===== src/rtl/mem_stage_pkg.sv =====
// Shared codes for the MEM stage: memory op types, load/store width codes, and
// the helper that maps a width code to the index of its final byte.
package mem_stage_pkg;
  localparam logic [1:0]  MEM_NONE  = 2'd0;
  localparam logic [1:0]  MEM_LOAD  = 2'd1;
  localparam logic [1:0]  MEM_STORE = 2'd2;

  localparam logic [2:0]  F3_LB  = 3'b000;
  localparam logic [2:0]  F3_LH  = 3'b001;
  localparam logic [2:0]  F3_LW  = 3'b010;
  localparam logic [2:0]  F3_LBU = 3'b100;
  localparam logic [2:0]  F3_LHU = 3'b101;

  localparam logic [31:0] ZeroWord = 32'h0000_0000;

  typedef enum logic {ST_IDLE, ST_ACCESS} state_e;

  // Index of the last byte of an access; width codes 011/110/111 fall back to a word.
  function automatic logic [1:0] last_idx(input logic [2:0] f3);
    case (f3[1:0])
      2'b00:   last_idx = 2'd0;
      2'b01:   last_idx = 2'd1;
      default: last_idx = 2'd3;
    endcase
  endfunction
endpackage


===== src/rtl/mem_stage_load_extend.sv =====
// Sign/zero extension of an assembled load word according to the load width code.
module load_extend
  import mem_stage_pkg::*;
(
  input  logic [2:0]  i_funct3,
  input  logic [31:0] i_raw,
  output logic [31:0] o_data
);
  always_comb begin
    o_data = i_raw;
    case (i_funct3)
      F3_LB:   o_data = {{24{i_raw[7]}},  i_raw[7:0]};
      F3_LH:   o_data = {{16{i_raw[15]}}, i_raw[15:0]};
      F3_LBU:  o_data = {24'h0, i_raw[7:0]};
      F3_LHU:  o_data = {16'h0, i_raw[15:0]};
      default: o_data = i_raw;
    endcase
  end
endmodule


===== src/rtl/mem_stage.sv =====
// MEM pipeline stage: byte-serial load/store sequencer feeding the registered
// MEM/WB write-back triple; non-memory ops pass straight through in one cycle.
module mem_stage
  import mem_stage_pkg::*;
#(
  parameter int DATA_W  = 32,
  parameter int ADDR_W  = 32,
  parameter int RADDR_W = 5
) (
  input  logic               clk,
  input  logic               rst,
  input  logic               in_valid,
  input  logic [1:0]         in_mem_type,
  input  logic [2:0]         in_funct3,
  input  logic               in_wreg,
  input  logic [RADDR_W-1:0] in_wd,
  input  logic [DATA_W-1:0]  in_wdata,
  input  logic [ADDR_W-1:0]  in_addr,
  input  logic [DATA_W-1:0]  in_sdata,
  output logic               stall_req,
  output logic               mem_req,
  output logic               mem_we,
  output logic [ADDR_W-1:0]  mem_addr,
  output logic [7:0]         mem_wdata,
  input  logic [7:0]         mem_rdata,
  input  logic               mem_ready,
  output logic               w_req,
  output logic [RADDR_W-1:0] w_addr,
  output logic [DATA_W-1:0]  w_data
);
  state_e            r_state, w_state_nxt;
  logic [1:0]        r_cnt;
  logic [DATA_W-1:0] r_acc;
  logic              w_is_load, w_is_store, w_is_mem, w_last;
  logic [DATA_W-1:0] w_raw;
  logic [31:0]       w_ext;

  // Reset gates the request so nothing reaches the memory port while rst is held.
  assign w_is_load  = in_valid & (in_mem_type == MEM_LOAD);
  assign w_is_store = in_valid & (in_mem_type == MEM_STORE);
  assign w_is_mem   = (w_is_load | w_is_store) & ~rst;
  assign w_last     = mem_ready & (r_cnt == last_idx(in_funct3));

  assign mem_req   = w_is_mem;
  assign mem_we    = w_is_store;
  assign mem_addr  = in_addr + ADDR_W'(r_cnt);
  assign mem_wdata = in_sdata[8*r_cnt +: 8];
  assign stall_req = w_is_mem & ~w_last;

  always_comb begin
    w_raw = r_acc;
    w_raw[8*r_cnt +: 8] = mem_rdata;
  end

  load_extend u_ext (
    .i_funct3 (in_funct3),
    .i_raw    (w_raw[31:0]),
    .o_data   (w_ext)
  );

  always_comb begin
    w_state_nxt = r_state;
    case (r_state)
      ST_IDLE:   if (w_is_mem & ~w_last)  w_state_nxt = ST_ACCESS;
      ST_ACCESS: if (~w_is_mem | w_last)  w_state_nxt = ST_IDLE;
      default:   w_state_nxt = ST_IDLE;
    endcase
  end

  always_ff @(posedge clk) begin
    if (rst) begin
      r_state <= ST_IDLE;
      r_cnt   <= 2'd0;
      r_acc   <= '0;
    end else begin
      r_state <= w_state_nxt;
      if (w_is_mem && mem_ready) begin
        if (w_last) begin
          r_cnt <= 2'd0;
        end else begin
          r_cnt <= r_cnt + 2'd1;
          if (w_is_load) r_acc[8*r_cnt +: 8] <= mem_rdata;
        end
      end
    end
  end

  always_ff @(posedge clk) begin
    if (rst) begin
      w_req  <= 1'b0;
      w_addr <= '0;
      w_data <= '0;
    end else if (w_is_mem) begin
      w_req <= 1'b0;
      if (w_last) begin
        w_req  <= w_is_load & in_wreg;
        w_addr <= in_wd;
        w_data <= DATA_W'(w_ext);
      end
    end else if (in_valid) begin
      w_req  <= in_wreg;
      w_addr <= in_wd;
      w_data <= in_wdata;
    end else begin
      w_req <= 1'b0;
    end
  end
endmodule

===== config.mk =====
export PLATFORM = sky130hd
export DESIGN_NAME = mem_stage
export DESIGN_NICKNAME = d
export VERILOG_FILES = /design/src/rtl/mem_stage_pkg.sv /design/src/rtl/mem_stage_load_extend.sv /design/src/rtl/mem_stage.sv
export SDC_FILE = /design/constraint.sdc
export NUM_CORES = 1
export LEC_CHECK = 0
export ABC_AREA = 1
export BUFFER_PORTS_ARGS = -buffer_cell sky130_fd_sc_hd__buf_2
export CAP_MARGIN = 0
export CORE_AREA = 3 3 90 113
export DETAILED_ROUTE_END_ITERATION = 8
export DIE_AREA = 0 0 93 116
export GPL_TIMING_DRIVEN = 0
export PLACE_DENSITY = 0.86
export SLEW_MARGIN = 10
export SYNTH_ARGS = -nofsm -noshare
export SYNTH_HDL_FRONTEND = slang
export SYNTH_SLANG_ARGS = --single-unit
export TNS_END_PERCENT = 5

===== constraint.sdc =====
create_clock -name clk -period 5.1 [get_ports clk]
set_input_delay 0.51 -clock clk [delete_from_list [all_inputs] [get_ports clk]]
set_output_delay 0.51 -clock clk [all_outputs]
set_load 0.01 [all_outputs]

==> impl_results.md, run 1 <==
* Maximum count of clock buffers along a single path at 2
* Area Overhead vs Synth at 31.15%
* Total chip power at approximately 0.0016 W
* Power density relative to cell area at between 200 and 300 nW/um2
* Average cell area after synthesis at just over 6 um2
* Fraction of layout instances using a drive strength above 1 at a little over a quarter
* Routed via count divided by cell count at roughly 5.3
* Maximum clock skew at final layout at 0.004334 ns
* Highest fanout seen on the critical path at 12
* Congestion Overflow GR at 0
* Post-CTS resize count at 0
* Total of endpoints with negative setup slack in the final report at 0
* Number of antenna violations at the first check in global routing at 0
* Smallest setup slack after layout at 1.924 ns
* Number of warnings printed during yosys synthesis at 0
* Clock period minus worst slack at approximately 3.2 ns
* Via count of the first global-routing pass at between 5000 and 6000
* Category of the worst setup path capture point: register
* Period utilization at 62.28%
* Initial Utilization at 51.32%
* Maximum VDD drop at 264.5 uV
* Die area at roughly 11000 um2
* Antenna cell count at 0
* Placeable core region at between 9000 and 10000 um2
* Cell count after synthesis at around 760
* Routed WL per cell at ~14 um
* Worst setup path category: register to register
* Number of H-tree levels at 3
* Sum of routed wire length over all layers at roughly 16 mm
* Outcome: completed
* Number of synthesized register bits at 72
* Slowest cell delay on critical path at ~0.52 ns
* Setup Fix Bufs, Post-CTS at 0
* Post-detailed-route count of antenna-violating nets at 0
* Netlist area before placement at about 4700 um2
* I/O pin cnt at 200
* Overall via count from detail_route at a little under 6000
* Post-Place Setup Slack at 2.067 ns
* Number of DRC markers in iteration 0 at between 400 and 500
* Startpoint type of the worst setup path: register
* Clock net sink count at between 70 and 80
* Post-route design area at around 6200 um2
* TritonCTS clock tree: done
* Final Wtd Congestion at roughly 1
* Part of the Yosys area used for sequential elements at 30.61%
* Worst-Margin Slew at roughly 0.59 ns
* Number of max-cap violations at 0
* Hold bufs inserted after CTS at 0
* First-pass GRT wire length at 24.81 mm
* Max Transition Viols Final at 0
* Pin count of the biggest net entering global routing at 13
* Placed cell count at roughly 1100
* Leakage dissipation at 3.057 nW
* Net count after synthesis at between 800 and 900
* Setup repair after global routing missed its margin: false
* Detailed Routing Iterations Pass 1 at 5
* Number of enable flip-flop cells after synthesis at 0
* Die height at 116 um
* Horizontal extent of the die at 93 um
* Most common cell after layout, fill and taps aside: sky130_fd_sc_hd__nand2_1
* Total Routing Usage GR at 28.76%
* Final HPWL from detailed placement at around 12 mm
* List of cells traversed by the critical path: inv_1, clkbuf_1, clkbuf_1, ha_1, buf_2, inv_2, nand3_2, o21ai_1, nand2_1, nand2_1, buf_2, o21ai_0, a21oi_1
* Final Hold Fails at 0
* Clock transition at the registers of the reported paths at 0.06 ns
* Most instantiated flip-flop cell in the synthesis netlist: sky130_fd_sc_hd__dfxtp_1
* Critical path's slowest cell: sky130_fd_sc_hd__clkbuf_1
* Setup TNS at 0 ns
* Number of cell instances on the worst register-to-register path at 13
* Critical path data arrival time at approximately 3.4 ns
* Synth async-reset ratio at 0%
* Number of nets at the end of the flow at approximately 1100
* Flop2flop setup slack at roughly 1.9 ns
* Number of buffers added by the clock tree synthesis step at 9
* Worst Path Required at roughly 5.3 ns
* Root buf cell: sky130_fd_sc_hd__clkbuf_16
* Number of cell rows at 39
* Worst hold-check path type: input pin to register
* Worst hold path stage count at 3
* Count of input and output buffers at slightly below 200
* Number of standard cells in the final layout excluding fillers at about 1100
* Placed standard-cell area at about 5900 um2
* Worst slew slack as a fraction of its limit at 60.43%
* Count of unique library cells instantiated by Yosys at 31
* Highest Clock Rate at 314.8 MHz
* Highest-count cells in the layout ignoring fill and taps: sky130_fd_sc_hd__nand2_1 (215), sky130_fd_sc_hd__buf_2 (206), sky130_fd_sc_hd__nor2_1 (101)
* Count of unresolved DRC violations after routing at 0
* Skew-Pair Late Insertion Delay at between 0.3 and 0.4 ns
final timing paths:
| check | startpoint | endpoint |
|---|---|---|
| hold / removal | in_wd[4] | w_addr[4] |
| setup / recovery | r_cnt[0] | w_data[19] |
| setup reg to reg | r_cnt[0] | w_data[19] |
| hold reg to reg | r_acc[24] | r_acc[24] |
state kept, by name, indices dropped and copies added, names as in the netlist:
name	count
r_acc	32
w_data	32
w_addr	5
r_cnt	2
w_req	1
per-layer routing:
layer  up-vias  wire length, um  global-route usage, %
li1       2890                -                      -
met1      2505             5890                  32.01
met2       349             7505                  50.60
met3        58             1657                  7.922
met4         0              609                  13.88
met5         -                0                      0
synthesized netlist by cell type (13+ instances only):
cell type / count / area (um2)
sky130_fd_sc_hd__a21oi_1: 43 / 215.2
sky130_fd_sc_hd__dfxtp_1: 72 / 1441
sky130_fd_sc_hd__nor2_1: 101 / 379.1
sky130_fd_sc_hd__o22ai_1: 22 / 137.6
sky130_fd_sc_hd__o21ai_0: 68 / 340.3
sky130_fd_sc_hd__inv_1: 47 / 176.4
sky130_fd_sc_hd__clkbuf_1: 23 / 86.33
sky130_fd_sc_hd__nand4_1: 23 / 143.9
sky130_fd_sc_hd__xnor2_1: 13 / 113.9
sky130_fd_sc_hd__nand3_1: 28 / 140.1
sky130_fd_sc_hd__xor2_1: 16 / 140.1
sky130_fd_sc_hd__nand2_1: 215 / 807.0
sky130_fd_sc_hd__or2_2: 22 / 137.6
cells by family after synthesis:
family	Yosys count	synth area share, %
xor gates and xnor gates	29	5.395
AOI/OAI and AO/OA	147	16.77
adders and majority gates	8	2.285
buffers and inverters	95	8.451
DFF	72	30.61
and+or+nand+nor	407	36.49
worst max-delay path: cells and delay by family (launching register included):
kind | cells | cell delay [ns]
DFF | 1 | 0.37
and+or+nand+nor | 3 | 0.41
AOI/OAI and AO/OA | 3 | 0.48
adders and majority gates | 1 | 0.24
buffers and inverters | 6 | 1.55
stage by stage:
stage / hold WS [ns] / util [%]
finish: 0.3943 / 67.31
global route: 0.4025 / 67.31
CTS: 0.3967 / 67.31
detailed placement: 0.4509 / 63.80
global placement: 0.4480 / 63.80
floorplan: 0.4393 / -
area by class of cell:
cell class | instances | area (um2)
Clock inverter | 6 | 82.58
Clock buffer | 10 | 239.0
Timing Repair Buffer | 198 | 991.0
Inverter | 54 | 202.7
Fill cell | 853 | 2999
Buffer | 41 | 195.2
Multi-Input combinational cell | 591 | 2869
Sequential cell | 72 | 1441
Tap cell | 123 | 153.9
report_power, final:
part,switching (W),internal (W)
Clock,0.000242,0.000438
Combinational,0.000176,0.000121
Sequential,0.0000124,0.000590
Total,0.000431,0.00115
No activity file was read; power rests on OpenSTA's default activity.
==> run 2, diff against run 1 <==
ABC_AREA = 0   (was 1)
CORE_AREA = 3 3 92 116   (was 3 3 90 113)
DIE_AREA = 0 0 95 119   (was 0 0 93 116)
PLACE_DENSITY = 0.81   (was 0.86)
clock period = 3.05 ns   (was 5.1 ns; I/O delays follow)
==> run 2 against run 1 <==
Worst hold slack worse by 0.18 ns; cell count is 21% lower; sequential power is 69% higher; wire length shrank 0.44%; clock power up 51%; non-clock buffer count decreased by 3; setup slack got worse by 1.7 ns; total power up 63%; combinational power is 76% higher; utilization shrank 5.0 points; largest power group unchanged.
==> impl_results.md, run 2 <==
* Count of filler cells inserted in the layout at 857 (was 853)
* Number of antenna violations at the first check in global routing at 0 (unchanged)
* Via count of the first global-routing pass at 5019 (was 5421)
* Hold bufs inserted after CTS at 0 (unchanged)
* Critical path's slowest cell: sky130_fd_sc_hd__or4_1 (was sky130_fd_sc_hd__clkbuf_1)
* Outcome: completed (unchanged)
* Max Transition Viols Final at 0 (unchanged)
* Top layer used by detailed routing: met4 (unchanged)
* Highest-count cells in the layout ignoring fill and taps: sky130_fd_sc_hd__buf_2 (209), sky130_fd_sc_hd__dfxtp_1 (71), sky130_fd_sc_hd__nand2_1 (45) (was sky130_fd_sc_hd__nand2_1 (215), sky130_fd_sc_hd__buf_2 (206), sky130_fd_sc_hd__nor2_1 (101))
* Cell count after synthesis at 527 (was 758)
* Count of unique library cells instantiated by Yosys at 66 (was 31)
* Net load switching power at 0.0007164 W (was 0.0004306 W)
* Power density relative to cell area at 426.7 nW/um2 (was 255.9 nW/um2)
* Congestion Overflow GR at 0 (unchanged)
* Post-detailed-route count of antenna-violating nets at 0 (unchanged)
* Number of standard cells in the final layout excluding fillers at 866 (was 1095)
* Routed metal-1 wirelength at 5.864 mm (was 5.890 mm)
* Most instantiated flip-flop cell in the synthesis netlist: sky130_fd_sc_hd__dfxtp_1 (unchanged)
* Share of the synthesized area in the top cell type at 31.48% (was 30.61%)
* Cell count along the critical path at 8 (was 13)
* Worst hold-check path type: input pin to register (unchanged)
* Slowest cell delay on critical path at 0.49 ns (was 0.52 ns)
* Synth async-reset ratio at 0% (unchanged)
* Worst hold path stage count at 3 (unchanged)
* Count of unresolved DRC violations after routing at 0 (unchanged)
* Skew-Pair Late Insertion Delay at 0.34 ns (about the same)
* Top-count cell post-synth: sky130_fd_sc_hd__dfxtp_1 (was sky130_fd_sc_hd__nand2_1)
* Most common cell after layout, fill and taps aside: sky130_fd_sc_hd__buf_2 (was sky130_fd_sc_hd__nand2_1)
* Combinational power share at 20.4% (was 18.8%)
* Commonest cells in the netlist: sky130_fd_sc_hd__dfxtp_1 (72), sky130_fd_sc_hd__nand2_1 (45), sky130_fd_sc_hd__inv_1 (40) (was sky130_fd_sc_hd__nand2_1 (215), sky130_fd_sc_hd__nor2_1 (101), sky130_fd_sc_hd__dfxtp_1 (72))
* Detailed Routing Iterations Pass 1 at 5 (unchanged)
* Pin count of the biggest net entering global routing at 12 (was 13)
* Number of DRC markers in iteration 0 at 289 (was 496)
* Setup repair after global routing missed its margin: false (unchanged)
* Part of the Yosys area used for sequential elements at 31.48% (was 30.61%)
* Worst Path Required at 2.74 ns (was 5.32 ns)
* Total met3 wirelength after detailed routing at 1.275 mm (was 1.657 mm)
* Number of H-tree levels at 3 (unchanged)
* Leakage dissipation at 2.580 nW (was 3.057 nW)
* Buffer and inverter count on the worst path at 2 (was 6)
* Internal Power at 0.001854 W (was 0.001149 W)
* Area Overhead vs Synth at 31.57% (was 31.15%)
* Initial Utilization at 47.40% (was 51.32%)
* List of cells traversed by the critical path: ha_1, fa_1, nand4_1, or4_1, buf_2, nor3_1, xnor2_1, buf_2 (was inv_1, clkbuf_1, clkbuf_1, ha_1, buf_2, inv_2, nand3_2, o21ai_1, nand2_1, nand2_1, buf_2, o21ai_0, a21oi_1)
* Number of max-cap violations at 0 (unchanged)
* Maximum clock skew at final layout at 0.005104 ns (was 0.004334 ns)
* Final core occ at 62.36% (was 67.31%)
* Total Routing Usage GR at 27.38% (was 28.76%)
* Launch point of the worst hold path: in_wd[1] (was in_wd[4])
* Total of endpoints with negative setup slack in the final report at 0 (unchanged)
* First-pass GRT wire length at 24.71 mm (was 24.81 mm)
* Critical path data arrival time at 2.56 ns (was 3.39 ns)
* Root buf cell: sky130_fd_sc_hd__clkbuf_16 (unchanged)
* Net Sw Frac at 27.87% (was 27.26%)
* Netlist area before placement at 4578 um2 (was 4708 um2)
* Cell types with the largest area share after synthesis: sky130_fd_sc_hd__dfxtp_1 (31%), sky130_fd_sc_hd__mux4_2 (3.9%), sky130_fd_sc_hd__nand2_1 (3.7%), sky130_fd_sc_hd__a32o_1 (3.3%), sky130_fd_sc_hd__inv_1 (3.3%) (was sky130_fd_sc_hd__dfxtp_1 (31%), sky130_fd_sc_hd__nand2_1 (17%), sky130_fd_sc_hd__nor2_1 (8.1%), sky130_fd_sc_hd__o21ai_0 (7.2%), sky130_fd_sc_hd__a21oi_1 (4.6%))
* Number of nets at the end of the flow at 863 (was 1094)
* Largest delay share family, worst path: simple AND/OR/NAND/NOR gates (was buffers and inverters)
* Horizontal extent of the die at 95 um (was 93 um)
* Top flop regs: r_acc x32, w_data x32, w_addr x5 (unchanged)
* Startpoint type of the worst setup path: register (unchanged)
* Flop2flop setup slack at 0.24 ns (was 1.92 ns)
* Period utilization at 93.84%
* Number of buffers added by the clock tree synthesis step at 9 (unchanged)
* Routed via count divided by cell count at 5.963 (was 5.299)
* Worst slew slack as a fraction of its limit at 48.54% (was 60.43%)
* Category of the worst setup path capture point: output pin (was register)
* Reg2Reg Launch Point: r_cnt[1] (was r_cnt[0])
* Count of input and output buffers at 198 (unchanged)
* Area leader, netlist: sky130_fd_sc_hd__dfxtp_1 (unchanged)
* Most Frequent Cell on Critical Path: sky130_fd_sc_hd__buf_2
* Routed WL per cell at 18.01 um (was 14.30 um)
* Final Wtd Congestion at 0.9204 (was 0.9907)
* Clock transition at the registers of the reported paths at 0.05 ns (was 0.06 ns)
* Number of cell instances on the worst register-to-register path at 7 (was 13)
* Overall via count from detail_route at 5164 (was 5802)
* Highest Clock Rate at 349.4 MHz
* Placed cell count at 851 (was 1079)
* Met2 routed WL at 7.728 mm (was 7.505 mm)
* Number of synthesized register bits at 72 (unchanged)
* Number of warnings printed during yosys synthesis at 0 (unchanged)
* Final HPWL from detailed placement at 12.24 mm (was 12.02 mm)
* Highest fanout seen on the critical path at 9 (was 12)
* Number of enable flip-flop cells after synthesis at 0 (unchanged)
* Net count after synthesis at 654 (was 885)
* Sum of routed wire length over all layers at 15.59 mm (was 15.66 mm)
* Maximum count of clock buffers along a single path at 2 (unchanged)
* Fraction of layout instances using a drive strength above 1 at 34.59% (was 27.47%)
* Number of cell rows at 40 (was 39)
* Antenna cell count at 0 (unchanged)
* Average cell area after synthesis at 8.687 um2 (was 6.211 um2)
* Placeable core region at 9659 um2 (was 9174 um2)
* Die area at 11310 um2 (was 10790 um2)
* Clock net sink count at 72 (unchanged)
* Sequential cell fraction of total power at 39.6% (was 38.1%)
* TritonCTS clock tree: done (unchanged)
* Final Hold Fails at 0 (unchanged)
* Clock period minus worst slack at 2.862 ns
* Maximum VDD drop at 378.4 uV (was 264.5 uV)
* Worst-Margin Slew at 0.7616 ns (was 0.5936 ns)
* Clock share of power at 40.1% (was 43.1%)
* Worst setup path category: register to output pin (was register to register)
* Hold Crit Endpoint: w_addr[1] (was w_addr[4])
* I/O pin cnt at 200 (unchanged)
* Die height at 119 um (was 116 um)
* End of the worst register-to-register path: w_data[9] (was w_data[19])
-- run 2: metal layers --
metal,vias to the layer above,track usage (%)
li1,2441,-
met1,2416,31.83
met2,243,45.61
met3,64,6.696
met4,0,14.53
met5,-,0
-- run 2: worst max path at each step --
| stage | end | startpoint |
|---|---|---|
| global placement | w_data[9] | r_cnt[1] |
| detailed placement | w_data[14] | r_cnt[1] |
| global route | mem_addr[30] | r_cnt[0] |
| CTS | w_data[9] | r_cnt[0] |
| finish | mem_addr[30] | r_cnt[0] |
| floorplan | w_data[14] | r_cnt[0] |
-- run 2: through the flow --
stage	setup slack, ns	setup TNS (ns)	instance area [um2]	total power, W	hold WS (ns)
after floorplan	0.5232	0	4578	0.001305	0.4307
after global placement	0.08774	0	5727	0.001537	0.4410
after detailed placement	-0.01680	-0.01680	5727	0.001551	0.4501
after CTS	0.1160	0	6020	0.002569	0.2180
after global routing	0.003265	0	6023	0.002672	0.2341
final	0.1879	0	6023	0.002570	0.2177
-- run 2: cell families (layout without fill, tap and decap cells) --
| logic type | count (synthesis) | in the layout | share of synthesized area, % |
|---|---|---|---|
| AOI/OAI and AO/OA | 162 | 162 | 28.70 |
| xor gates and xnor gates | 32 | 32 | 6.122 |
| adders and majority gates | 8 | 8 | 2.350 |
| buffers and inverters | 82 | 295 | 7.816 |
| DFF | 72 | 72 | 31.48 |
| muxes | 13 | 13 | 5.029 |
| and+or+nand+nor | 158 | 158 | 18.50 |
-- run 2: power groups by stage --
stage	Clock [W]	Sequential, W	Combinational [W]
2_1_floorplan	0	0.00105	0.000253
3_3_place_gp	0	0.00103	0.000503
3_5_place_dp	0	0.00104	0.000515
4_1_cts	0.00103	0.00102	0.000519
5_1_grt	0.00108	0.00102	0.000570
6_report	0.00103	0.00102	0.000523
-- run 2: what timing repair did --
item | 4_1_cts | 5_1_grt
resized for setup | 2 | 3
endpoints found under the setup margin | 2 | 17
setup buffers | 0 | 0
pin swaps | 0 | 1
-- run 2: cell type report --
| cell class | instances | area (um2) | share of cell area [%] |
|---|---|---|---|
| inverters | 44 | 165.2 | 2.742 |
| plain buffers | 38 | 198.9 | 3.303 |
| multi-input cells | 373 | 2779 | 46.14 |
| repair buffers | 198 | 991.0 | 16.45 |
| clock buffers | 12 | 246.5 | 4.092 |
| flip-flops and latches | 72 | 1443 | 23.95 |
| clock inverters | 3 | 42.54 | 0.7063 |
| well taps | 126 | 157.7 | 2.617 |
-- run 2: worst min-delay path, cell delays in order --
cell                      delay (ns)
sky130_fd_sc_hd__buf_2          0.09
sky130_fd_sc_hd__nand2_1        0.04
sky130_fd_sc_hd__mux2i_1        0.06
